$ cat src/rtl/mux_rr_arbiter_pkg.sv
// Shared types and helpers for the round-robin mux arbiter.
// Holds the output-register state type and the source-index width rule.
package mux_arb_pkg;

   typedef enum logic {
      EMPTY = 1'b0,
      FULL  = 1'b1
   } arb_state_t;

   // A single requester still needs a 1-bit index.
   function automatic int src_w(input int n);
      if (n <= 1) return 1;
      return $clog2(n);
   endfunction

endpackage

$ cat src/rtl/mux_rr_arbiter_if.sv
// Requester-side and consumer-side handshake bundle of the arbiter.
// slave is the arbiter view, master is the driver/consumer view.
interface mux_rr_arbiter_if
   import mux_arb_pkg::*;
#(
   parameter int N_REQ  = 4,
   parameter int DATA_W = 8
);

   localparam int SRC_W = src_w(N_REQ);

   logic [N_REQ-1:0]  req_valid;
   logic [DATA_W-1:0] req_data [N_REQ];
   logic [N_REQ-1:0]  req_ready;
   logic              out_valid;
   logic [DATA_W-1:0] out_data;
   logic [SRC_W-1:0]  out_src;
   logic              out_ready;

   modport slave (
      input  req_valid,
      input  req_data,
      input  out_ready,
      output req_ready,
      output out_valid,
      output out_data,
      output out_src
   );

   modport master (
      output req_valid,
      output req_data,
      output out_ready,
      input  req_ready,
      input  out_valid,
      input  out_data,
      input  out_src
   );

endinterface

$ cat src/rtl/mux_rr_arbiter_rr_pick.sv
// Rotating-priority search: first valid requester at or after ptr.
// Indices wrap at N_REQ so non-power-of-two counts never overflow.
module rr_pick
   import mux_arb_pkg::*;
#(
   parameter int N_REQ = 4,
   parameter int SRC_W = 2
) (
   input  logic [N_REQ-1:0] req_valid,
   input  logic [SRC_W-1:0] ptr,
   output logic [SRC_W-1:0] gnt_idx,
   output logic             gnt_any
);

   int cand;

   always_comb begin
      gnt_idx = '0;
      gnt_any = 1'b0;
      cand    = 0;
      for (int k = 0; k < N_REQ; k++) begin
         cand = int'(ptr) + k;
         if (cand >= N_REQ) begin
            cand = cand - N_REQ;
         end
         if (!gnt_any && req_valid[cand]) begin
            gnt_any = 1'b1;
            gnt_idx = SRC_W'(cand);
         end
      end
   end

endmodule

$ cat src/rtl/mux_rr_arbiter.sv
// Round-robin arbiter steering one requester word per cycle into a
// registered output slot held until the consumer accepts it.
module mux_rr_arbiter
   import mux_arb_pkg::*;
#(
   parameter int N_REQ  = 4,
   parameter int DATA_W = 8
) (
   input  logic             clk,
   input  logic             rst_n,
   mux_rr_arbiter_if.slave  bus
);

   localparam int SRC_W = src_w(N_REQ);

   arb_state_t        state_q, state_d;
   logic [SRC_W-1:0]  ptr_q, ptr_d;
   logic [DATA_W-1:0] data_q, data_d;
   logic [SRC_W-1:0]  src_q, src_d;

   logic [SRC_W-1:0]  gnt_idx;
   logic              gnt_any;
   logic              load_en;
   logic              xfer;

   rr_pick #(
      .N_REQ (N_REQ),
      .SRC_W (SRC_W)
   ) u_pick (
      .req_valid (bus.req_valid),
      .ptr       (ptr_q),
      .gnt_idx   (gnt_idx),
      .gnt_any   (gnt_any)
   );

   // Unload and reload share one edge, so a full slot still accepts.
   assign load_en = (state_q == EMPTY) | bus.out_ready;
   assign xfer    = load_en & gnt_any & rst_n;

   always_comb begin
      bus.req_ready = '0;
      for (int i = 0; i < N_REQ; i++) begin
         bus.req_ready[i] = xfer & (gnt_idx == SRC_W'(i));
      end
   end

   always_comb begin
      state_d = state_q;
      ptr_d   = ptr_q;
      data_d  = data_q;
      src_d   = src_q;
      if (xfer) begin
         state_d = FULL;
         data_d  = bus.req_data[gnt_idx];
         src_d   = gnt_idx;
         if (int'(gnt_idx) == N_REQ - 1) begin
            ptr_d = '0;
         end else begin
            ptr_d = gnt_idx + 1'b1;
         end
      end else if (state_q == FULL && bus.out_ready) begin
         state_d = EMPTY;
      end
   end

   always_ff @(posedge clk or negedge rst_n) begin
      if (!rst_n) begin
         state_q <= EMPTY;
         ptr_q   <= '0;
         data_q  <= '0;
         src_q   <= '0;
      end else begin
         state_q <= state_d;
         ptr_q   <= ptr_d;
         data_q  <= data_d;
         src_q   <= src_d;
      end
   end

   assign bus.out_valid = (state_q == FULL);
   assign bus.out_data  = data_q;
   assign bus.out_src   = src_q;

endmodule

$ cat src/flat_wrapper.sv
// flat-port wrapper written by rule: the top's interface ports become plain ports
module mux_rr_arbiter_flat import mux_arb_pkg::*;
#(
   parameter int N_REQ  = 4,
   parameter int DATA_W = 8
)
  (clk, rst_n, bus_req_valid, bus_req_data, bus_out_ready, bus_req_ready, bus_out_valid, bus_out_data, bus_out_src);
  mux_rr_arbiter_if #(.N_REQ(N_REQ), .DATA_W(DATA_W)) bus_i ();
  input  logic clk;
  input  logic rst_n;
  input wire logic [$bits(bus_i.req_valid)-1:0] bus_req_valid;
  input wire logic [$bits(bus_i.req_data)-1:0] bus_req_data;
  input wire logic [$bits(bus_i.out_ready)-1:0] bus_out_ready;
  output wire logic [$bits(bus_i.req_ready)-1:0] bus_req_ready;
  output wire logic [$bits(bus_i.out_valid)-1:0] bus_out_valid;
  output wire logic [$bits(bus_i.out_data)-1:0] bus_out_data;
  output wire logic [$bits(bus_i.out_src)-1:0] bus_out_src;
  assign bus_i.req_valid = bus_req_valid;
  assign bus_i.req_data = {>>{bus_req_data}};
  assign bus_i.out_ready = bus_out_ready;
  assign bus_req_ready = bus_i.req_ready;
  assign bus_out_valid = bus_i.out_valid;
  assign bus_out_data = bus_i.out_data;
  assign bus_out_src = bus_i.out_src;
  mux_rr_arbiter #(.N_REQ(N_REQ), .DATA_W(DATA_W)) u_core (.clk(clk), .rst_n(rst_n), .bus(bus_i));
endmodule
$ cat config.mk
export PLATFORM = sky130hd
export DESIGN_NAME = mux_rr_arbiter_flat
export DESIGN_NICKNAME = d
export VERILOG_FILES = /design/src/rtl/mux_rr_arbiter_pkg.sv /design/src/rtl/mux_rr_arbiter_if.sv /design/src/rtl/mux_rr_arbiter_rr_pick.sv /design/src/rtl/mux_rr_arbiter.sv /design/src/flat_wrapper.sv
export SDC_FILE = /design/constraint.sdc
export NUM_CORES = 1
export LEC_CHECK = 0
export ABC_AREA = 1
export BUFFER_PORTS_ARGS = -buffer_cell sky130_fd_sc_hd__buf_2
export CORE_MARGIN = 2
export CORE_UTILIZATION = 42
export DETAILED_ROUTE_END_ITERATION = 8
export PLACE_DENSITY = 0.76
export SYNTH_ARGS = -nofsm -noshare
export SYNTH_HDL_FRONTEND = slang
export SYNTH_SLANG_ARGS = --single-unit
$ cat constraint.sdc
create_clock -name clk -period 2.1 [get_ports clk]
set_input_delay 0.63 -clock clk [delete_from_list [all_inputs] [get_ports clk]]
set_output_delay 0.63 -clock clk [all_outputs]
set_load 0.02 [all_outputs]
Word level (Yosys, flattened, before mapping)
Cells that the tools add are included.

Word-level logic and storage cells: 73. Flip-flop bits (word level): 13.

Equality and inequality tests: 4. $lt $le $gt $ge: 9. $add $sub $neg: 8. Mux-type cells: 30. Bitwise gates (word level): 9. Reduce and logical (&&, ||, !) cells: 9.

Operators with widths (number): $lt A32 B4 Y1 const B (4); $mux W32 (4); $bmux W8 S2 (1); $mux W8 (2); $mux W1 (14); $ge A3 B3 Y1 const B (4); $sub A3 B3 Y4 const B (3); $mux W2 (5); $bmux W1 S2 (4); $add A2 B2 Y3 const B (2); $and A1 B1 Y1 (6); $eq A2 B1 Y1 const B (2); $eq A2 B2 Y1 const B (2); $logic_and A1 B1 Y1 (4); $sub A2 B3 Y4 const B (1); $add A2 B1 Y3 const B (1); $ge A2 B3 Y1 const B (1); $logic_not A1 Y1 (3); $not A2 Y3 (1); $add A2 B1 Y2 const B (1); $logic_not A2 Y1 (1); $reduce_bool A2 Y1 (1); $not A1 Y1 (1); $or A1 B1 Y1 (1).

Depth between registers and ports, before layout
Depth in word-level cells: 19. Depth in mapped cells: 16. Depth with buffers taken out: 15.

By module
A second synthesis with hierarchy kept.

Cells, all modules: 220. Area total of the unflattened synthesis: 1318.8 um^2.

Modules (own cells, without submodules): mux_rr_arbiter (instances 1, area an instance 999.7 um^2, cells each 161, seq. area each 325.3 um^2); rr_pick (instances 1, area an instance 319.1 um^2, cells each 59, seq. area each 0.0 um^2).

Worst setup path before layout
No wires, ideal clock.

Path kind: input-to-output. Start: input port bus_req_valid[3]. End: output port bus_req_ready[0]. Arrival time: 1803 ps. Path slack: -333 ps. Stages on the path: 10. Cells stage by stage: inv_1 -> nand2_1 -> nand3_1 -> nand2_2 -> inv_1 -> nand3_2 -> nand3_4 -> buf_6 -> nand2_1 -> nor2_1.

Longest elaborated chain between the ends: 16. Elaborated cells between the ends (all ways): 30. Classes of those cells: mux (20); bitwise (3); reduce/logical (7).

RTL lines: start: declaration (RTL line flat_wrapper.sv:11) `input wire logic [$bits(bus_i.req_valid)-1:0] bus_req_valid;`; $bmux W1 S2 (RTL line mux_rr_arbiter_rr_pick.sv:26) `if (!gnt_any && req_valid[cand]) begin`; $mux W1 (implied by the code) (2 in a row) (RTL line mux_rr_arbiter_rr_pick.sv:26); $mux W1 (RTL line mux_rr_arbiter_rr_pick.sv:26); $logic_not A1 Y1 (RTL line mux_rr_arbiter_rr_pick.sv:26); $logic_and A1 B1 Y1 (RTL line mux_rr_arbiter_rr_pick.sv:26); $mux W1 (RTL line mux_rr_arbiter_rr_pick.sv:26); $logic_not A1 Y1 (RTL line mux_rr_arbiter_rr_pick.sv:26); $logic_and A1 B1 Y1 (RTL line mux_rr_arbiter_rr_pick.sv:26); $mux W1 (RTL line mux_rr_arbiter_rr_pick.sv:26); $logic_not A1 Y1 (RTL line mux_rr_arbiter_rr_pick.sv:26); $logic_and A1 B1 Y1 (RTL line mux_rr_arbiter_rr_pick.sv:26); $mux W1 (RTL line mux_rr_arbiter_rr_pick.sv:26); $and A1 B1 Y1 (2 in a row) (RTL line mux_rr_arbiter.sv:38) `assign xfer = load_en & gnt_any & rst_n;`; $and A1 B1 Y1 * (RTL line mux_rr_arbiter.sv:43) `bus.req_ready[i] = xfer & (gnt_idx == SRC_W'(i));`; end: declaration (RTL line flat_wrapper.sv:14) `output wire logic [$bits(bus_i.req_ready)-1:0] bus_req_ready;`.

Every way passes the cells marked *; elsewhere a longest branch is shown, timed or not. The select of a mux whose other input is x is not followed.

Final worst setup path
Start: register u_core.ptr_q[0]. End: output port bus_req_ready[2].

Longest elaborated chain between the ends: 18. Elaborated cells between the ends (all ways): 45. Classes of those cells: add/sub (7); order compare (4); eq/ne (1); mux (24); bitwise (3); reduce/logical (6).

RTL lines: start: declaration (RTL line mux_rr_arbiter.sv:17) `logic [SRC_W-1:0] ptr_q, ptr_d;`; start signal: assignment (RTL line mux_rr_arbiter.sv:74) `ptr_q <= ptr_d;`; parallel branches: the longest is 17 deep, another holds $sub A3 B3 Y4; $and A1 B1 Y1 * (RTL line mux_rr_arbiter.sv:43).

Every way passes the cells marked *. The select of a mux whose other input is x is not followed.

==> flow_summary_export.csv <==
group,metric,value,unit
drt,antenna_left,0,
worst_setup_path,critPathKind,"flip-flop to output pin",
global_routing,grt-ovfl-total,0,
worst_setup_path,startpoint_type,"flip-flop",
floorplan,start_util,45.2,%
clock_network,h-tree-depth,1,
floorplan,ios,54,
sta,slew_headroom,83.6,%
floorplan,num_rows,18,
placement,dp_hpwl,2760,um
drt,top_layer,"met4",
sta,worst_slack,-534,ps
sta,rsz0062_at_grt,"true",
min_path,hold_class,"input pin to asynchronous set/reset pin",
worst_setup_path,crit_chain,"buf_12 > inv_12 > nand2_4 > nand3_4 > nand2_4 > nor2_4 > nand4_1 > nand2_4 > nand2_4 > nor2_4 > buf_6",
sta,drv_slew,0,
clock_network,cts-root-buf,"clkbuf_4",
sta,fin_crit_sh,125,%
run_status,violations,"negative setup slack",
drt,wirelength,4700,um
global_routing,track_usage,27.5,%
layout,fill_cells,147,
pwr,vdd.ir_drop.worst,1.47,mV
synth,yosys_register_bits,13,
global_routing,grt_pass1_wl,6740,um
worst_setup_path,cp_slowest_cell,"dfrtp_2",
clock_network,clockBufferDepth,2,
clock_network,cts_hold_buf,0,
worst_setup_path,rrSetupSlack,40,ps
synth,synth_top_family_by_area,"simple AND/OR/NAND/NOR gates",
layout,nets,316,
drt,dr.pass1.iters,4,
worst_setup_path,critPathArrivalTime,2000,ps
global_routing,grt_pass1_vias,1518,
layout,drive_gt1_share,56.5,%
sta,fin_skew,8.34,ps
drt,wl_per_cell,15.4,um
drt,wl_met3,389,um
clock_network,cts_tree,"done",
worst_setup_path,r2r_start,"u_core.ptr_q[0]",
synth,synth_top_area_share,29.3,%
sta,max_freq,0.380,GHz
clock_network,clkSinkCount,13,
clock_network,clk_latency,280,ps
synth,ys_warn_count,0,
drt,route.detailed.drc,0,
synth,synthAdderAreaFrac,0,%
synth,synth_nets,228,
synth,yosysTopAreaCell,"nand2_1",
worst_setup_path,path_max_fanout,7,
synth,synth-seq-area-share,28.3,%
sta,holdWs,318,ps
placement,numPortBuffers,53,
run_status,status,"complete, but fails checks",
floorplan,core_area,2540,um^2
worst_setup_path,crit_path_max_incr_delay,440,ps
job,cap_violations,0,
placement,gp_congestion,0.879,
worst_setup_path,setup.worst_path.end_class,"output pin",
drt,viasPerCell,5.26,
worst_setup_path,path_common_cell,"nand2_4",
drt,drt-initial-drc-count,97,
floorplan,die-area,3180,um^2
synth,synth_mux_area_share,0,%
clock_network,cts_buffers,3,
layout,antenna_cells,0,
synth,synthTopCellsByArea,"nand2_1 (29%), dfrtp_1 (28%), inv_1 (9.5%), nand3_1 (6.5%), nand4_1 (3.8%)",
synth,syn_area_per_cell,6.09,um^2
synth,synthesis.area,1150,um^2
drt,wl_met1,1700,um
layout,area_growth,80.3,%
drt,vias,1610,
clock_network,clkTransAtPathRegs,80,ps
worst_setup_path,reg2regPathDepth,13,
global_routing,grt_max_degree,15,
global_routing,antenna_found_initial,0,
sta,layout_min_cycle_time,2630,ps
worst_setup_path,cp.required,1470,ps
synth,synth-compound-area-share,5.65,%
synth,synthCells,189,
sta,worst_pin_slew,246,ps
synth,synthXorXnorAreaFrac,0,%
pwr,power_density,1960,nW/um^2
worst_setup_path,r2r-end,"u_core.bus.out_data[3]",
sta,finalSetupViolCount,4,
drt,met2_length,2380,um
pwr,total_power,0.00407,W
floorplan,die-height,56.4,um
floorplan,die_x,56.4,um
pwr,leakagePower,1.22,nW
sta,hold_viol,0,
synth,synth_simple_gate_area_share,51.2,%
synth,synth_cell_types,21,
[per-layer routing]
| metal | up-vias | track usage, % |
|---|---|---|
| li1 | 761 | - |
| met1 | 725 | 30.9 |
| met2 | 96 | 48.7 |
| met3 | 28 | 3.46 |
| met4 | 0 | 17.0 |
| met5 | - | 0 |
[metrics by stage]
step | utilization (%) | TNS, ps | instance area, um^2 | setup slack [ps] | std cells
after floorplan | - | -317 | 1290 | -111 | 189
after global placement | 68.0 | -1290 | 1730 | -341 | 291
after CTS | 77.5 | -1690 | 1970 | -430 | 306
after detailed placement | 68.0 | -1470 | 1730 | -384 | 291
after global routing | 81.6 | -2440 | 2080 | -596 | 306
final | 81.6 | -2040 | 2080 | -534 | 306
[worst max path at each step]
stage,start,endpoint,slack (ps),cells after the start
final,u_core.ptr_q[0],bus_req_ready[2],-530,11
after global routing,u_core.ptr_q[0],bus_req_ready[2],-600,12
after CTS,u_core.ptr_q[0],bus_req_ready[2],-430,11
after detailed placement,bus_req_valid[3],bus_req_ready[2],-380,12
after global placement,bus_req_valid[3],bus_req_ready[1],-340,14
after floorplan,bus_req_valid[1],bus_req_ready[0],-110,10
[critical path, delay by kind of cell, from the launching register on]
| family | cells | cell delay [ps] |
|---|---|---|
| AND/OR/NAND/NOR | 8 | 890 |
| flip-flops | 1 | 440 |
| buffers and inverters | 3 | 370 |
[cell usage after synthesis]
cell / count
nand2_1: 90
buf_6: 3
inv_6: 1
buf_2: 1
a21oi_1: 1
inv_1: 29
nand2_2: 5
inv_2: 4
nand4_1: 7
nor2_2: 2
nor2_1: 3
nand3_4: 2
o211ai_1: 5
nand3_2: 2
nand3_1: 15
nor2_4: 1
o21ai_1: 1
o21ai_0: 2
dfrtp_1: 13
nand2_4: 1
o21a_1: 1
[what timing repair did]
item	in CTS	in global routing
setup endpoints to repair	4	12
pin swaps	25	21
gates resized for setup	35	24
cloned	1	0
setup buffers	10	4
[final cells by class]
| type | count | area (um^2) | area share [%] |
|---|---|---|---|
| Multi-Input combinational cell | 138 | 943 | 45.4 |
| Timing Repair Buffer | 86 | 569 | 27.4 |
| Sequential cell | 13 | 328 | 15.8 |
| Inverter | 34 | 160 | 7.72 |
| Tap cell | 30 | 37.5 | 1.81 |
| Clock buffer | 4 | 26.3 | 1.27 |
| Timing Repair inverter | 1 | 11.3 | 0.542 |
[cells by family (layout without fill, tap and decap cells)]
| family | count (synthesis) | after routing |
|---|---|---|
| AND/OR/NAND/NOR | 128 | 128 |
| flip-flops | 13 | 13 |
| AO/OA/AOI/OAI | 10 | 10 |
| buffers and inverters | 38 | 125 |
[placed cells by master, fill, tap and decap left out, drive strengths merged]
master,n
o21a,1
nand2,96
nor2,6
a21oi,1
o211ai,5
dfrtp,13
clkbuf,4
buf,86
o21ai,3
nand3,19
inv,35
nand4,7
[where the power goes]
| part | leakage (nW) | total, W | switching (W) | internal (W) |
|---|---|---|---|---|
| clock | 0.0150 | 0.000154 | 0.0000800 | 0.0000739 |
| combinational | 1.04 | 0.00344 | 0.00205 | 0.00139 |
| sequential | 0.156 | 0.000479 | 0.0000990 | 0.000380 |
| total | 1.22 | 0.00407 | 0.00222 | 0.00184 |
[registers in the layout, summed over array words and instances (netlist names)]
signal	flops
u_core.bus.out_data	8
u_core.bus.out_src	2
u_core.ptr_q	2
u_core.bus.out_valid	1
Note: power is estimated with default switching activity, not from simulation.
